===== src/rtl/noc_pkg.sv =====
// Shared NoC router types: flit format, source selects, one-hot turn constants and
// small position helpers used by the turn rotator.
package noc_pkg;

    typedef struct packed {
        logic [3:0] x;
        logic [3:0] y;
    } flit_t;

    typedef enum logic [2:0] {
        DIR_N = 3'd0,
        DIR_S = 3'd1,
        DIR_E = 3'd2,
        DIR_W = 3'd3,
        DIR_L = 3'd4
    } dir_e;

    localparam logic [2:0] SEL_N = 3'd0;
    localparam logic [2:0] SEL_S = 3'd1;
    localparam logic [2:0] SEL_E = 3'd2;
    localparam logic [2:0] SEL_W = 3'd3;
    localparam logic [2:0] SEL_L = 3'd4;

    localparam logic [4:0] TURN_N = 5'b10000;
    localparam logic [4:0] TURN_S = 5'b01000;
    localparam logic [4:0] TURN_E = 5'b00100;
    localparam logic [4:0] TURN_W = 5'b00010;
    localparam logic [4:0] TURN_L = 5'b00001;

    // Turn bit that a given source select must see asserted to be allowed.
    function automatic logic [4:0] sel_turn(input logic [2:0] sel);
        logic [4:0] t;
        case (dir_e'(sel))
            DIR_N:   t = TURN_N;
            DIR_S:   t = TURN_S;
            DIR_E:   t = TURN_E;
            DIR_W:   t = TURN_W;
            DIR_L:   t = TURN_L;
            default: t = 5'b00000;
        endcase
        return t;
    endfunction

    // Bit positions run 4 (N) down to 0 (L); rotation order is descending with wrap.
    function automatic logic [2:0] next_pos(input logic [2:0] pos);
        return (pos == 3'd0) ? 3'd4 : pos - 3'd1;
    endfunction

    function automatic logic [2:0] first_src(input logic [4:0] mask);
        logic [2:0] r;
        r = 3'd0;
        for (int i = 0; i < 5; i++) begin
            if (mask[i]) r = 3'(i);
        end
        return r;
    endfunction

endpackage


===== src/rtl/noc_turn_rr.sv =====
// Turn rotator: advances every cycle to the next enabled source in N->S->E->W->L order.
module noc_turn_rr
    import noc_pkg::*;
#(
    parameter logic [4:0] SRC_MASK = 5'b11111
) (
    input  logic       clk,
    input  logic       rst_n,
    output logic [4:0] turn_o
);

    logic [2:0] pos_q, pos_d;
    logic [2:0] cand;
    logic       found;

    // Walk up to five positions; a single-bit mask lands back on itself.
    always_comb begin
        pos_d = pos_q;
        cand  = pos_q;
        found = 1'b0;
        for (int k = 0; k < 5; k++) begin
            cand = next_pos(cand);
            if (!found && SRC_MASK[cand]) begin
                pos_d = cand;
                found = 1'b1;
            end
        end
    end

    always_ff @(posedge clk or negedge rst_n) begin
        if (!rst_n) pos_q <= first_src(SRC_MASK);
        else        pos_q <= pos_d;
    end

    assign turn_o = (SRC_MASK == 5'b00000) ? 5'b00000 : (5'b00001 << pos_q);

endmodule


===== src/rtl/noc_output_port.sv =====
// Router output port: source mux, link register and downstream credit tracking.
// Optional sticky protocol error output err_o is built when NOC_OPORT_ERR_EN is defined.
module noc_output_port
    import noc_pkg::*;
#(
    parameter int         CREDITS  = 4,
    parameter logic [4:0] SRC_MASK = 5'b11111
) (
    input  logic       clk,
    input  logic       rst_n,
    input  logic [7:0] N_data_i,
    input  logic [7:0] S_data_i,
    input  logic [7:0] E_data_i,
    input  logic [7:0] W_data_i,
    input  logic [7:0] L_data_i,
    input  logic [2:0] port_select,
    input  logic       port_enable,
    input  logic       credit_i,
    output logic [7:0] data_o,
    output logic       valid_o,
    output logic       port_full,
    output logic [4:0] turn
`ifdef NOC_OPORT_ERR_EN
   ,output logic       err_o
`endif
);

    localparam int CW = $clog2(CREDITS + 1);
    localparam logic [CW-1:0] CMAX = CW'(CREDITS);

    logic [CW-1:0] credit_q, credit_d;
    flit_t         data_q, data_d, mux_flit;
    logic          valid_q;
    logic          sel_ok, send;

    always_comb begin
        mux_flit = '0;
        case (port_select)
            SEL_N:   mux_flit = N_data_i;
            SEL_S:   mux_flit = S_data_i;
            SEL_E:   mux_flit = E_data_i;
            SEL_W:   mux_flit = W_data_i;
            SEL_L:   mux_flit = L_data_i;
            default: mux_flit = '0;
        endcase
    end

    assign sel_ok = (port_select <= SEL_L);
    assign send   = port_enable && (credit_q != '0) && sel_ok;

    // Simultaneous send and credit return cancel; returns at full depth saturate.
    always_comb begin
        credit_d = credit_q;
        if (send && !credit_i)                       credit_d = credit_q - 1'b1;
        else if (credit_i && !send && credit_q != CMAX) credit_d = credit_q + 1'b1;
        data_d = send ? mux_flit : data_q;
    end

    always_ff @(posedge clk or negedge rst_n) begin
        if (!rst_n) begin
            credit_q <= CMAX;
            data_q   <= '0;
            valid_q  <= 1'b0;
        end else begin
            credit_q <= credit_d;
            data_q   <= data_d;
            valid_q  <= send;
        end
    end

    assign data_o    = data_q;
    assign valid_o   = valid_q;
    assign port_full = (credit_q == '0);

    noc_turn_rr #(.SRC_MASK(SRC_MASK)) u_turn (
        .clk    (clk),
        .rst_n  (rst_n),
        .turn_o (turn)
    );

`ifdef NOC_OPORT_ERR_EN
    logic err_q, err_d;

    always_comb begin
        err_d = err_q;
        if (port_enable && (port_full || !sel_ok || ((turn & sel_turn(port_select)) == 5'b00000)))
            err_d = 1'b1;
        if (credit_i && !send && credit_q == CMAX)
            err_d = 1'b1;
    end

    always_ff @(posedge clk or negedge rst_n) begin
        if (!rst_n) err_q <= 1'b0;
        else        err_q <= err_d;
    end

    assign err_o = err_q;
`endif

endmodule

===== config.mk =====
export PLATFORM = sky130hd
export DESIGN_NAME = noc_output_port
export DESIGN_NICKNAME = d
export VERILOG_FILES = /design/src/rtl/noc_pkg.sv /design/src/rtl/noc_turn_rr.sv /design/src/rtl/noc_output_port.sv
export SDC_FILE = /design/constraint.sdc
export NUM_CORES = 1
export LEC_CHECK = 0
export CORE_MARGIN = 2
export CORE_UTILIZATION = 35
export DETAILED_ROUTE_END_ITERATION = 6
export HOLD_SLACK_MARGIN = 0.15
export PLACE_DENSITY = 0.85
export SLEW_MARGIN = 10
export SYNTH_ARGS = -nofsm -noshare
export SYNTH_HDL_FRONTEND = slang
export SYNTH_HIERARCHICAL = 1
export SYNTH_SLANG_ARGS = --single-unit

===== constraint.sdc =====
create_clock -name clk -period 2.4 [get_ports clk]
set_input_delay 0.24 -clock clk [delete_from_list [all_inputs] [get_ports clk]]
set_output_delay 0.24 -clock clk [all_outputs]
set_load 0.05 [all_outputs]

# --- Yosys cells after proc, flatten, opt, wreduce, memory -nomap -nowiden ---
# Memory sizes are Yosys's and may differ from the RTL's.
# Index checks and enable logic that the tools add are counted.
classes:
  n_reduce_logical: 25
  n_mux: 22
  magnitude_cmp: 6
  eq_ne: 5
  add_sub_neg: 7
  shift: 1
op_table:
  columns: ["operator", "n"]
  rows:
  - ["8-bit one-hot mux with 5 select lines", 1]
  - ["3-bit two-way mux", 12]
  - ["3-bit zero test", 7]
  - ["3-bit by 4-bit less-than comparator with 1-bit output (second input constant)", 5]
  - ["3-bit by 1-bit subtractor with 3-bit output (second input constant)", 6]
  - ["1-bit logical AND", 9]
  - ["1-bit two-way mux", 9]
  - ["3-bit by 2-bit == test with 1-bit output (second input constant)", 2]
  - ["1-bit zero test", 6]
  - ["5-bit nonzero test", 1]
  - ["1-bit by 3-bit << shifter with 5-bit output (first input constant)", 1]
  - ["3-bit by 1-bit adder with 3-bit output (second input constant)", 1]
  - ["3-bit by 1-bit == test with 1-bit output (second input constant)", 1]
  - ["3-bit == test (second input constant)", 1]
  - ["3-bit less-or-equal comparator (second input constant)", 1]
  - ["3-bit inequality test (second input constant)", 1]
  - ["3-bit nonzero test", 1]
  - ["2-bit nonzero test", 1]
word_totals:
  mem_count: 5
  rom_bits: 40
  out_inout_bits: 15
  wordCells: 76
  register_bits: 15
memory_table:
  columns: ["memory", "depth", "width", "read_ports", "rd_clocked_by_memory_dff", "wr", "line", "text"]
  rows:
  - ["(no name shown)", 8, 1, 1, 0, 0, "noc_turn_rr.sv:23", "if (!found && SRC_MASK[cand]) begin"]
  - ["(no name shown)", 8, 1, 1, 0, 0, "noc_turn_rr.sv:23", null]
  - ["(no name shown)", 8, 1, 1, 0, 0, "noc_turn_rr.sv:23", null]
  - ["(no name shown)", 8, 1, 1, 0, 0, "noc_turn_rr.sv:23", null]
  - ["(no name shown)", 8, 1, 1, 0, 0, "noc_turn_rr.sv:23", null]

# --- Depth between registers and ports, before layout ---
depth:
  depth_word: 17
  ltp_mapped: 9
  mapped_depth_nobuf: 8

# --- By module ---
# The synthesis kept the hierarchy.
modules_own_cells:
  columns: ["mod", "n_inst", "area_each_um2", "cells_each", "seq_area_each_um2"]
  rows:
  - ["noc_output_port", 1, 987.2, 110, 301.5]
  - ["noc_turn_rr", 1, 148.9, 13, 76.3]

# --- Worst setup path before layout ---
# No wires, ideal clock.
synth_path:
  path_kind: "reg-to-reg"
  startpoint: "reg credit_q[1]"
  endpoint: "reg credit_q[1]"
  setup_time_ns: 0.087
  period_less_slack_ns: 3.103
  setup_slack_ns: -0.703
  path_stages_with_launch: 8
  t_arrival_ns: 3.016
  cell_sequence: "dfrtp_1 nor3_1 nor3_4 or2b_1 fa_1 o21bai_1 a211o_1 a22oi_1"
synth_via:
  elab_chain_len: 7
synth_lines:
  columns: ["item", "line", "text"]
  rows:
  - ["start: declaration", "noc_output_port.sv:31", "logic [CW-1:0] credit_q, credit_d;"]
  - ["start signal: assignment", "noc_output_port.sv:65", "credit_q <= credit_d;"]
  - ["branches (longest 7 deep; another with 3-bit by 1-bit adder with 3-bit output)", null, null]
# Parallel ways; which one is timed is not known. The select of a mux whose other input is x is not followed.
# A chain may end at the register's enable or synchronous reset.

# --- Worst setup path after layout ---
layout_path:
  startpoint: "in port_enable"
  endpoint: "reg credit_q[1]"
layout_via:
  elab_chain_len: 6
layout_lines:
  columns: ["item", "line", "text"]
  rows:
  - ["start: declaration", "noc_output_port.sv:17", "input logic port_enable,"]
  - ["1-bit logical AND * (2 in a row)", "noc_output_port.sv:49", "assign send = port_enable && (credit_q != '0) && sel_ok;"]
  - ["1-bit zero test", "noc_output_port.sv:55", "else if (credit_i && !send && credit_q != CMAX) credit_d = credit_q + 1'b1;"]
  - ["1-bit logical AND (2 in a row)", "noc_output_port.sv:55", null]
  - ["2-bit nonzero test (no source line)", null, null]
# Mark *: on every way between the ends. The rest lies on a longest branch, timed or not.

==> results.py <==
metrics = {
    "power_and_ir_drop": {
        "p_leak_nw": 0.727,
        "worst_ir_drop_vdd_uv": 351,
        "power_per_cell_area_mw_per_mm2": 825,
    },
    "grt": {
        "first_global_vias": 1191,
        "grt_max_degree": 22,
        "globalRoute.totalOverflow": 0,
        "grt_pass1_wl_um": 5070,
        "grtUsageTotal_pct": 18.2,
        "antenna_found_initial": 0,
    },
    "route": {
        "number_of_nets_with_antenna_violations_after_detailed_routing": 0,
        "wl_per_cell_um": 13.9,
        "detailroute.via_count": 1156,
        "detail_route.iter0.violations": 51,
        "detail_route.wirelength_um": 3210,
        "post-route-drc-count": 0,
        "drt_pre_antenna_iters": 4,
        "via_count_normalized_by_instance_count": 5.00,
    },
    "sta": {
        "holdWs_ns": 0.348,
        "report.final.slew_viol_count": 0,
        "timing.fmax_mhz": 438,
        "max-slew-margin-rel_pct": 53.0,
        "final-setup-viol-count": 0,
        "finalWorstPathRequiredPeriod_ns": 2.28,
        "layout_worst_path_cycle_share_pct": 95.1,
        "fin_ws_ns": 0.117,
        "hold_viol_final": 0,
        "grt_setup_unrepaired": "no",
        "worst_clock_skew_ns": 0.0111,
        "slew_of_the_pin_with_the_lowest_slew_margin_ns": 0.702,
    },
    "worst_setup_path": {
        "critical_path_buf_inv_count": 2,
        "worstSetupEndpoint": "credit_q[1]$_DFFE_PN0P_",
        "timing.critical_path.from_type": "primary input",
        "path_max_fanout": 6,
        "critical_path.reg2reg.startpoint": "credit_q[2]$_DFFE_PN1P_",
        "regToRegEndpoint": "credit_q[1]$_DFFE_PN0P_",
        "slowest_delay_ns": 0.57,
        "timing_worst_setup_path_type": "in2reg",
        "ff2ff_path_depth": 7,
        "worst_setup_path_startpoint": "port_enable",
        "cp-end-kind": "register",
        "critical_path.cell_chain": "clkdlybuf4s50_1 > inv_1 > nor3_4 > or2b_1 > fa_1 > o21bai_1 > a211o_1 > a22oi_1",
        "timing.critical_path.slowest_stage_cell": "sky130_fd_sc_hd__clkdlybuf4s50_1",
        "cp.depth": 8,
        "cp.arrival_ns": 2.50,
        "required_time_reported_for_the_critical_path_endpoint_ns": 2.62,
        "regToRegSetupSlack_ns": 0.16,
        "cpLargestDelayFamily": "buffers and inverters",
    },
    "worst_hold_path": {
        "timing.hold.worst.class": "in2async",
    },
    "die": {
        "chipHeight_um": 61.0,
        "boundaryPins": 62,
        "std_cell_rows": 20,
        "initial_core_utilization_pct": 36.9,
        "floorplan.die_area_mm2": 0.00372,
        "dieWidth_um": 61.0,
        "coreArea_mm2": 0.00308,
    },
    "layout": {
        "design.final.nets": 236,
        "drive_above_1_share_pct": 14.4,
        "antennaDiodeCount": 0,
        "flow.area_growth_from_synthesis_pct": 61.6,
        "fillCellCount": 295,
    },
    "logic_synthesis": {
        "syn_nets": 171,
        "synth_flop_cell": "sky130_fd_sc_hd__dfrtp_1",
        "synth-seq-cells": 15,
        "synthesis.area_per_instance_um2": 9.24,
        "synth_cell_types": 42,
        "count_of_flip_flops_with_a_built_in_enable_after_synthesis": 0,
        "ys_warn_count": 6,
        "seq_area_frac_synth_pct": 33.3,
        "synth.cell_area_mm2": 0.00114,
        "syn-instance-count": 123,
        "asyncSetResetFlopFracSynth_pct": 100,
    },
    "flow_run": {
        "max-cap-violations": 0,
    },
    "place": {
        "post-place-ws_ns": -0.188,
        "place.port_buffers": 61,
        "place.detailed.hpwl_um": 2560,
        "gp_congestion": 0.736,
    },
    "clock_network": {
        "cts_sinks": 15,
        "cts-hold-fix-buffers": 0,
        "cts-root-to-sink-buffers": 2,
        "cts_made_buffers": 3,
        "ctsRootBufferMaster": "sky130_fd_sc_hd__clkbuf_4",
        "worstSkewPairLatency_ns": 0.30,
        "cts_tree": "done",
        "cts-htree-levels": 1,
        "worst_setup_hold_path_clk_slew_ns": 0.11,
    },
    "outcome": {
        "run_status": "completed",
    },
}
-- final cells by class --
class                      count  area, µm²  area share, %
multi-input combinational     97        702           38.2
timing repair buffer          67        656           35.7
sequential                    15        378           20.6
tap                           44       55.1           3.00
clock buffer                   3       22.5           1.23
inverter                       4       15.0          0.818
clock inverter                 1       7.51          0.409
-- cells in the final DEF, fill, tap and decap left out, types with 3 or more instances in the layout --
cell,n
sky130_fd_sc_hd__a211oi_1,8
sky130_fd_sc_hd__a21oi_1,10
sky130_fd_sc_hd__a21oi_2,4
sky130_fd_sc_hd__a22oi_1,4
sky130_fd_sc_hd__buf_4,6
sky130_fd_sc_hd__clkbuf_4,3
sky130_fd_sc_hd__clkdlybuf4s50_1,61
sky130_fd_sc_hd__dfrtp_1,13
sky130_fd_sc_hd__inv_1,4
sky130_fd_sc_hd__mux2i_1,13
sky130_fd_sc_hd__nor2_1,14
sky130_fd_sc_hd__nor2_2,4
sky130_fd_sc_hd__nor2b_1,3
sky130_fd_sc_hd__o21ai_0,6
-- cells in the mapped netlist (3+ instances only) --
cell type,instances,area (µm²)
sky130_fd_sc_hd__nor2_1,14,52.6
sky130_fd_sc_hd__dfrtp_1,13,325
sky130_fd_sc_hd__mux2i_1,13,130
sky130_fd_sc_hd__a21oi_1,10,50.1
sky130_fd_sc_hd__a211oi_1,8,60.1
sky130_fd_sc_hd__o21ai_0,6,30.0
sky130_fd_sc_hd__a21oi_2,4,35.0
sky130_fd_sc_hd__a22oi_1,4,30.0
sky130_fd_sc_hd__inv_1,4,15.0
sky130_fd_sc_hd__nor2_2,4,25.0
sky130_fd_sc_hd__buf_2,3,15.0
sky130_fd_sc_hd__nor2b_1,3,18.8
-- cells by family after synthesis --
| family | share of synthesized area (%) |
|---|---|
| XOR/XNOR | 1.54 |
| buffers and inverters | 5.95 |
| flip-flops | 33.3 |
| AO/OA/AOI/OAI | 26.2 |
| adder cells (fa/ha/maj) | 1.76 |
| multiplexers | 11.5 |
| AND/OR/NAND/NOR | 19.8 |
-- metrics by stage --
stage | util (%) | area, µm² | TNS (ns) | std cells | power (mW)
after CTS | 59.4 | 1830 | 0 | 230 | 1.51
after global routing | 59.6 | 1840 | 0 | 231 | 1.61
after global placement | 58.4 | 1800 | -0.0372 | 226 | 1.31
after detailed placement | 58.4 | 1800 | -0.265 | 226 | 1.35
after floorplan | - | 1150 | 0 | 123 | 1.03
final | 59.6 | 1840 | 0 | 231 | 1.51
-- routing by layer --
layer	up-vias	routed length (µm)	global-route usage (%)
met5	-	0	0
met4	0	4	2.17
met3	2	183	4.26
met2	42	1750	36.4
met1	534	1280	19.7
li1	578	-	-
-- sequential cells by signal (all words and copies together) (netlist names) --
register,cells
credit_q,3
data_o,8
valid_o,1
u_turn/pos_q,3
-- worst min path at each step --
stage                                from                        end  cells past startpoint
floorplan                           rst_n    credit_q[0]$_DFFE_PN0P_                      0
global placement    data_o[1]$_DFFE_PN0P_      data_o[1]$_DFFE_PN0P_                      1
detailed placement  data_o[1]$_DFFE_PN0P_      data_o[1]$_DFFE_PN0P_                      1
CTS                                 rst_n  u_turn/pos_q[0]$_DFF_PN0_                      1
global route                        rst_n  u_turn/pos_q[0]$_DFF_PN0_                      1
finish                              rst_n      data_o[0]$_DFFE_PN0P_                      1
-- power breakdown --
group	total, mW	internal [mW]	switching (mW)
registers	0.440	0.355	0.0853
clock network	0.159	0.0636	0.0958
logic	0.914	0.381	0.534
total	1.51	0.799	0.715
-- what timing repair did --
action                     4_1_cts  5_1_grt
resized for setup                0        0
setup endpoints to repair        0        1
setup buffers                    0        1
(Power assumes the default switching activity.)
